<file path="src/rtl/if_stage.sv">
// Instruction fetch stage: single-outstanding ibus fetch, one-entry hold buffer and the IF/ID register.
// Optional IF_MISALIGN_CHECK_EN adds if2id_misaligned and traps fetches from a misaligned PC.
module if_stage #(
  parameter logic [31:0] RESET_VECTOR = 32'h0000_0000
) (
  input  logic        clk,
  input  logic        rst_n,
  input  logic        if_flush,
  input  logic        if2id_stall,
  input  logic [31:0] branch_target,
  output logic        ibus_req,
  output logic [31:0] ibus_addr,
  input  logic        ibus_ready,
  input  logic        ibus_rvalid,
  input  logic [31:0] ibus_rdata,
  output logic        if2id_valid,
  output logic [31:0] if2id_pc,
  output logic [31:0] if2id_instruction
`ifdef IF_MISALIGN_CHECK_EN
  ,
  output logic        if2id_misaligned
`endif
);

  localparam logic [31:0] NOP = 32'h0000_0013;

  typedef enum logic [1:0] {
    IDLE,
    WAIT,
    DROP
  } state_e;

  state_e      state_q, state_d;
  logic [31:0] pc_q, pc_d;
  logic [31:0] req_pc_q, req_pc_d;
  logic        hold_valid_q, hold_valid_d;
  logic [31:0] hold_pc_q, hold_pc_d;
  logic [31:0] hold_instr_q, hold_instr_d;
  logic        if2id_valid_q, if2id_valid_d;
  logic [31:0] if2id_pc_q, if2id_pc_d;
  logic [31:0] if2id_instr_q, if2id_instr_d;

  logic        rsp_keep;
  logic        fetch_ok;
  logic        accept;
  logic [31:0] flush_pc;

`ifdef IF_MISALIGN_CHECK_EN
  logic        mis_q, mis_d;
  logic        trap_sent_q, trap_sent_d;
  logic        pc_misaligned;
  logic        trap_take;

  assign pc_misaligned = (pc_q[1:0] != 2'b00);
  assign trap_take     = (state_q == IDLE) && pc_misaligned && !trap_sent_q;
  assign flush_pc      = branch_target;
  assign fetch_ok      = !if_flush && !if2id_stall && !pc_misaligned &&
                         ((state_q == IDLE) || rsp_keep);
  assign if2id_misaligned = mis_q;
`else
  // Low target bits are masked rather than dropped so the whole port stays in use.
  assign flush_pc = {branch_target[31:2], branch_target[1:0] & 2'b00};
  assign fetch_ok = !if_flush && !if2id_stall && ((state_q == IDLE) || rsp_keep);
`endif

  assign rsp_keep  = (state_q == WAIT) && ibus_rvalid;
  assign ibus_req  = rst_n && fetch_ok;
  assign ibus_addr = pc_q;
  assign accept    = ibus_req && ibus_ready;

  assign if2id_valid       = if2id_valid_q;
  assign if2id_pc          = if2id_pc_q;
  assign if2id_instruction = if2id_instr_q;

  always_comb begin
    state_d       = state_q;
    pc_d          = pc_q;
    req_pc_d      = req_pc_q;
    hold_valid_d  = hold_valid_q;
    hold_pc_d     = hold_pc_q;
    hold_instr_d  = hold_instr_q;
    if2id_valid_d = if2id_valid_q;
    if2id_pc_d    = if2id_pc_q;
    if2id_instr_d = if2id_instr_q;
`ifdef IF_MISALIGN_CHECK_EN
    mis_d         = mis_q;
    trap_sent_d   = trap_sent_q;
`endif

    if (if_flush) begin
      // A flush wins over stall; an in-flight response must still be absorbed via DROP.
      pc_d          = flush_pc;
      if2id_valid_d = 1'b0;
      hold_valid_d  = 1'b0;
`ifdef IF_MISALIGN_CHECK_EN
      mis_d         = 1'b0;
      trap_sent_d   = 1'b0;
`endif
      if (state_q == WAIT) begin
        state_d = ibus_rvalid ? IDLE : DROP;
      end else if (state_q == DROP && ibus_rvalid) begin
        state_d = IDLE;
      end
    end else begin
      if ((state_q == WAIT || state_q == DROP) && ibus_rvalid) begin
        state_d = IDLE;
      end

      if (accept) begin
        pc_d     = pc_q + 32'd4;
        req_pc_d = pc_q;
        state_d  = WAIT;
      end

      if (rsp_keep && if2id_stall) begin
        hold_valid_d = 1'b1;
        hold_pc_d    = req_pc_q;
        hold_instr_d = ibus_rdata;
      end

      if (!if2id_stall) begin
        if (hold_valid_q) begin
          if2id_valid_d = 1'b1;
          if2id_pc_d    = hold_pc_q;
          if2id_instr_d = hold_instr_q;
          hold_valid_d  = 1'b0;
`ifdef IF_MISALIGN_CHECK_EN
          mis_d         = 1'b0;
`endif
        end else if (rsp_keep) begin
          if2id_valid_d = 1'b1;
          if2id_pc_d    = req_pc_q;
          if2id_instr_d = ibus_rdata;
`ifdef IF_MISALIGN_CHECK_EN
          mis_d         = 1'b0;
        end else if (trap_take) begin
          // Present the bad PC once as a NOP, then sit in IDLE until redirected.
          if2id_valid_d = 1'b1;
          if2id_pc_d    = pc_q;
          if2id_instr_d = NOP;
          mis_d         = 1'b1;
          trap_sent_d   = 1'b1;
`endif
        end else begin
          if2id_valid_d = 1'b0;
`ifdef IF_MISALIGN_CHECK_EN
          mis_d         = 1'b0;
`endif
        end
      end
    end
  end

  always_ff @(posedge clk or negedge rst_n) begin
    if (!rst_n) begin
      state_q       <= IDLE;
      pc_q          <= RESET_VECTOR;
      req_pc_q      <= '0;
      hold_valid_q  <= 1'b0;
      hold_pc_q     <= '0;
      hold_instr_q  <= NOP;
      if2id_valid_q <= 1'b0;
      if2id_pc_q    <= '0;
      if2id_instr_q <= NOP;
`ifdef IF_MISALIGN_CHECK_EN
      mis_q         <= 1'b0;
      trap_sent_q   <= 1'b0;
`endif
    end else begin
      state_q       <= state_d;
      pc_q          <= pc_d;
      req_pc_q      <= req_pc_d;
      hold_valid_q  <= hold_valid_d;
      hold_pc_q     <= hold_pc_d;
      hold_instr_q  <= hold_instr_d;
      if2id_valid_q <= if2id_valid_d;
      if2id_pc_q    <= if2id_pc_d;
      if2id_instr_q <= if2id_instr_d;
`ifdef IF_MISALIGN_CHECK_EN
      mis_q         <= mis_d;
      trap_sent_q   <= trap_sent_d;
`endif
    end
  end

endmodule
</file>
<file path="config.mk">
export PLATFORM = sky130hd
export DESIGN_NAME = if_stage
export DESIGN_NICKNAME = d
export VERILOG_FILES = /design/src/rtl/if_stage.sv
export SDC_FILE = /design/constraint.sdc
export NUM_CORES = 1
export LEC_CHECK = 0
export BUFFER_PORTS_ARGS = -buffer_cell sky130_fd_sc_hd__buf_2
export CORE_ASPECT_RATIO = 1.5
export CORE_MARGIN = 2
export CORE_UTILIZATION = 55
export CTS_CLUSTER_SIZE = 30
export DETAILED_ROUTE_END_ITERATION = 8
export PLACE_DENSITY_LB_ADDON = 0.2
export SLEW_MARGIN = 5
export SYNTH_ARGS = -nofsm -noshare
export SYNTH_HDL_FRONTEND = slang
export SYNTH_SLANG_ARGS = --single-unit
</file>
<file path="constraint.sdc">
create_clock -name clk -period 3.15 [get_ports clk]
set_clock_uncertainty 0.15 [all_clocks]
set_input_delay 0 -clock clk [delete_from_list [all_inputs] [get_ports clk]]
set_output_delay 0 -clock clk [all_outputs]
set_load 0.01 [all_outputs]
</file>
==> results of run 1 <==
## cell type report
type / instances / area, sq um / share of cell area
clock inverter: 12 / 130 / 0.0123
multi-input combinational: 529 / 3390 / 0.320
sequential: 188 / 4720 / 0.445
clock buffer: 20 / 457 / 0.0431
inverter: 8 / 30.0 / 0.00284
tap: 199 / 249 / 0.0235
timing repair buffer: 243 / 1620 / 0.153
## layout by cell type, fill, tap and decap left out, types with 17 or more instances in the layout
master	synthesis	routed
dlygate4sd3_1	0	66
a21oi_1	74	74
nand2_1	117	117
dfrtp_1	182	181
o21ai_0	17	17
buf_2	17	160
mux2_2	63	63
mux2i_1	67	67
nand3_1	21	20
clkbuf_16	0	17
nor2_1	83	83
## worst register-to-register path: stages (launching register included)
cell and delay, ns:
dfrtp_1 0.41, inv_1 0.10, ha_1 0.30, a21oi_1 0.18, or4_2 0.87, buf_4 0.30
nor4_1 0.32, a21oi_1 0.09, nand2_1 0.09
## cells by family (layout without fill, tap and decap cells)
family | after synthesis | in the layout | share of synthesized area
AO/OA/AOI/OAI | 128 | 128 | 0.0905
XOR/XNOR | 2 | 2 | 0.00210
adder cells (fa/ha/maj) | 4 | 4 | 0.00599
buffers and inverters | 61 | 283 | 0.0350
flip-flops | 188 | 188 | 0.564
multiplexers | 130 | 130 | 0.165
other | 1 | 4 | 0.000449
AND/OR/NAND/NOR | 261 | 261 | 0.137
## state kept, by name, indices dropped and copies added, names as in the netlist
register / flops
state_q: 2
if2id_valid: 1
if2id_instruction: 32
hold_pc_q: 30
ibus_addr: 30
hold_instr_q: 32
hold_valid_q: 1
req_pc_q: 30
if2id_pc: 30
## where the power goes
part	internal [uW]	switching (uW)	leakage, uW
sequential	3410	595	0.00236
clock	1160	942	0.000279
combinational	1070	1090	0.00237
total	5630	2630	0.00501
## what timing repair did
item | CTS | global route
hold buffers | 66 | 0
buffers inserted | 0 | 0
hold endpoints to repair | 168 | 0
## metrics by stage
stage                     area [sq um]  power (uW)  hold WS [ns]  setup WS (ns)
final                            10600        8270        0.0225          0.294
after global routing             10600        8820        0.0519         0.0998
after CTS                        10600        8340       0.00350          0.286
after detailed placement          9340        6150        0.0476          0.260
after global placement            9340        5990        0.0275          0.422
after floorplan                   8370        5230        -0.446          0.916
## final timing paths
check / from / end / slack (ns) / cells after the start
hold / removal: ibus_ready / req_pc_q[4]$_DFFE_PN0P_ / 0.02 / 6
setup / recovery: state_q[1]$_DFFE_PN0P_ / ibus_addr[17]$_DFFE_PN0N_ / 0.29 / 8
hold reg to reg: if2id_valid$_DFFE_PN0P_ / if2id_valid$_DFFE_PN0P_ / 0.32 / 1
min in group asynchronous: rst_n / hold_pc_q[26]$_DFFE_PN0P_ / 0.18 / 3
setup reg to reg: state_q[1]$_DFFE_PN0P_ / ibus_addr[17]$_DFFE_PN0N_ / 0.29 / 8
max in group asynchronous: rst_n / ibus_addr[18]$_DFFE_PN0N_ / 1.27 / 4
## routing by layer
metal  global-route usage  routed length (um)  vias to the layer above
met4               0.0768                 280                        0
met2                0.447               10200                      251
met5                    0                   0                        -
met1                0.322                8220                     3232
li1                     -                   -                     3136
met3               0.0461                1060                       27
==> results.yml, run 1 <==
outcome:
  outcome: "complete, no violations"
setup_path:
  crit_path_start_kind: "flip-flop"
  cp_top_family: "simple AND/OR/NAND/NOR gates"
  timing.critical_path.mode_cell: "a21oi_1"
  slowest_stage: "or4_2"
  worst-path-buf-inv: 2
  crit_type: "reg -> reg"
  max_stage_delay_ns: 0.87
  arrival_ns: 3.06
  endpoint_kind: "flip-flop"
  critPathRequiredTime_ns: 3.36
  crit_chain: "inv_1, ha_1, a21oi_1, or4_2, buf_4, nor4_1, a21oi_1, nand2_1"
  worstPathMaxFanout: 16
cells_and_area:
  num_antenna_cells: 0
  final_cells: 1199
  utilization: 0.706
  drive_gt1_frac: 0.288
  nNetsFinal: 1061
  synthToLayoutAreaGrowth_pct: 26.7
  n_fill_cell: 1129
synthesis:
  ys_seq_elements: 188
  synth_area_leaders: "dfrtp_1 (55%), mux2_2 (8.5%), mux2i_1 (8.0%), nand2_1 (5.3%), a21oi_1 (4.4%)"
  yosysSeqAreaShare: 0.564
  synthArstFlopShare: 1.00
  synth-edff-count: 0
  yosys_warnings: 0
  synth_top_area_cell: "dfrtp_1"
  yosysUniqueCellTypes: 47
  yosysMostFrequentCell: "dfrtp_1"
  synth_common_cells: "dfrtp_1 (182), nand2_1 (117), nor2_1 (83)"
  synth_top_cell_area_share: 0.545
  ys.flop_type: "dfrtp_1"
  syn-cell-area_sq_um: 8350
  syn_area_per_cell_sq_um: 10.8
  synthCells: 775
global_routing:
  grt.total_usage: 0.254
  gr-total-overflow: 0
  grt_pass1_wl_mm: 33.5
  grt_pass1_vias: 6780
  grt_max_degree: 126
  antenna_found_initial: 0
floorplan:
  initial_core_util: 0.557
  rows: 55
  die_h_um: 155
  die_x_um: 105
  die_area_sq_um: 16200
  boundaryPins: 168
  core-area_sq_um: 15000
placement:
  gp_congestion: 0.821
  dp_hpwl_mm: 12.8
  dp.cells: 1101
  numPortBuffers: 161
clocking:
  clkTransAtPathRegs_ns: 0.07
  cts-root-buf: "clkbuf_16"
  clk_latency_ns: 0.42
  htree_levels: 4
  cts.sinks: 188
  numCtsBuffers: 17
  cts.path.max_buffers: 2
  cts_tree: "done"
  post_cts_resized: 0
timing:
  rsz0062_at_grt: "no"
  hold_viol: 0
  max-slew-margin-rel: 0.339
  final.period_utilization: 0.907
  tightest_slew_ns: 0.991
  period_minus_slack_ns: 2.86
  setup_viol: 0
  timing.fmax_mhz: 350
  slew_violations: 0
  finalSetupTns_ns: 0
detailed_routing:
  drtPass1Iterations: 5
  drtIter0Drc: 386
  wl_mm: 19.8
  drc: 0
  wl_per_cell_um: 16.5
  vias: 6646
  antenna_left: 0
  viasPerCell: 5.54
power:
  power_density_nw_per_um2: 781
  ir_drop_uv: 357
  p_leak_uw: 0.00501
flow_run:
  maxCapViolCount: 0
hold_path:
  holdCritPathClass: "in -> reg"
Power figures use the tool's default switching activity.
==> inputs of run 2 (changes only) <==
Settings changed: CAP_MARGIN set to 20, CORE_ASPECT_RATIO 1.5 to 0.9.
==> run 2 against run 1 <==
  * Cell count is essentially flat
  * Global-route usage increased by 0.57 points
  * Sequential cell count stayed put
  * Setup slack got worse by 0.023 ns
  * Worst hold slack worse by 0.0035 ns
  * Total power grew 1.7%
  * Largest cell class unchanged
  * Highest routed layer unchanged
==> results.yml, run 2 (synthesis gave the netlist of run 1 again) <==
timing:
  rsz0062_at_grt: "no"
  slew_violations: 0
  finalSetupTns_ns: 0
  timing.fmax_mhz: 347
  tightest_slew_ns: 1.10
  hold_viol: 0
  setup_viol: 0
  max-slew-margin-rel: 0.266
  final.period_utilization: 0.914
  holdWs_ns: 0.0190
  period_minus_slack_ns: 2.88
global_routing:
  met3_usage: 0.0585
  grt.total_usage: 0.260
  grt_max_degree: 124
  grt_pass1_vias: 6803
  gr-total-overflow: 0
  grt-busiest-layer: "met2"
  antenna_found_initial: 0
  gr-usage-met1: 0.339
  grtUsageMet2: 0.429
  grt_pass1_wl_mm: 33.1
floorplan:
  rows: 42
  boundaryPins: 168
  die_x_um: 134
  die_h_um: 121
  core-area_sq_um: 14800
  initial_core_util: 0.566
  die_area_sq_um: 16200
clocking:
  cts_tree: "done"
  clk_latency_ns: 0.42
  htree_levels: 4
  cts.sinks: 188
  cts.path.max_buffers: 2
  cts-root-buf: "clkbuf_16"
  numCtsBuffers: 17
  post_cts_buffers: 0
  post_cts_resized: 0
  clkTransAtPathRegs_ns: 0.06
  hold_buffers: 69
detailed_routing:
  wl_per_cell_um: 16.9
  viasPerCell: 5.62
  vias: 6746
  drtIter0Drc: 461
  antenna_left: 0
  wl_mm: 20.2
  drtPass1Iterations: 6
  drc: 0
cells_and_area:
  nNetsFinal: 1063
  layout_commonest_cell: "dfrtp_1"
  synthToLayoutAreaGrowth_pct: 27.5
  drive_gt1_frac: 0.284
  num_antenna_cells: 0
  utilization: 0.721
  n_fill_cell: 1049
  layout_common_cells: "dfrtp_1 (181), buf_2 (160), nand2_1 (117), nor2_1 (83), a21oi_1 (74)"
outcome:
  outcome: "complete, no violations"
setup_path:
  reg2reg_depth: 7
  reg2reg_slack_ns: 0.27
  endpoint_kind: "flip-flop"
  arrival_ns: 3.03
  critPathRequiredTime_ns: 3.30
  crit_type: "reg -> reg"
  worstPathMaxFanout: 19
  rr_startpoint: "state_q[1]$_DFFE_PN0P_"
  crit_path_start_kind: "flip-flop"
  r2r-end: "ibus_addr[19]$_DFFE_PN0N_"
hold_path:
  holdCritPathClass: "in -> async"
power:
  ir_drop_uv: 405
  power_density_nw_per_um2: 789
  p_leak_uw: 0.00504
placement:
  gp_congestion: 0.839
  numPortBuffers: 161
  dp_hpwl_mm: 12.6
flow_run:
  maxCapViolCount: 0
[run 2: cell count changes in the layout (fill, tap and decap cells not counted), sizes merged]
cell | before | now
clkbuf | 21 | 26
clkinv | 4 | 5
bufinv | 1 | 3
dlygate4sd3 | 66 | 68
clkinvlp | 3 | 0
inv | 12 | 7
[run 2: area by class of cell]
cell class | count | area, sq um | area share
Clock buffer | 25 | 495 | 0.0465
Clock inverter | 7 | 114 | 0.0107
Inverter | 8 | 30.0 | 0.00282
Multi-Input combinational cell | 529 | 3390 | 0.318
Sequential cell | 188 | 4720 | 0.443
Tap cell | 198 | 248 | 0.0233
Timing Repair Buffer | 245 | 1660 | 0.156
[run 2: metal layers]
metal,share of wire,up-vias,routed length (um)
li1,-,3133,-
met1,0.42,3297,8570
met2,0.49,274,9890
met3,0.064,42,1300
met4,0.023,0,474
met5,0,-,0
[run 2: how the worst max path moves through the flow]
| stage | from | to | slack [ns] | cells after the start |
|---|---|---|---|---|
| 6_report | state_q[1]$_DFFE_PN0P_ | ibus_addr[19]$_DFFE_PN0N_ | 0.27 | 7 |
| 5_1_grt | state_q[1]$_DFFE_PN0P_ | ibus_addr[28]$_DFFE_PN0N_ | 0.09 | 8 |
| 4_1_cts | state_q[1]$_DFFE_PN0P_ | ibus_addr[19]$_DFFE_PN0N_ | 0.29 | 7 |
| 3_5_place_dp | state_q[1]$_DFFE_PN0P_ | ibus_addr[19]$_DFFE_PN0N_ | 0.32 | 7 |
| 3_3_place_gp | state_q[1]$_DFFE_PN0P_ | ibus_addr[19]$_DFFE_PN0N_ | 0.36 | 7 |
| 2_1_floorplan | state_q[1]$_DFFE_PN0P_ | ibus_addr[23]$_DFFE_PN0N_ | 0.92 | 8 |
[run 2: worst max-delay path, stage by stage, from the launching register on]
cell and delay [ns]:
dfrtp_1 0.41, inv_1 0.09, ha_1 0.30, a21oi_1 0.15
or4_2 0.91, buf_4 0.31, o311ai_0 0.33, nand2_1 0.09
[run 2: stage by stage]
stage / setup slack, ns / total power, uW / instances / area (sq um)
6_report: 0.271 / 8410 / 1200 / 10600
5_1_grt: 0.0862 / 8930 / 1200 / 10600
4_1_cts: 0.292 / 8430 / 1199 / 10600
3_5_place_dp: 0.321 / 6150 / 1098 / 9310
3_3_place_gp: 0.362 / 5990 / 1098 / 9310
2_1_floorplan: 0.916 / 5230 / 778 / 8370
[run 2: report_power, final]
group / leakage, uW / switching (uW) / internal (uW) / total (uW)
sequential: 0.00236 / 600 / 3410 / 4010
clock: 0.000301 / 860 / 1330 / 2190
combinational: 0.00238 / 1130 / 1080 / 2200
total: 0.00504 / 2590 / 5820 / 8410
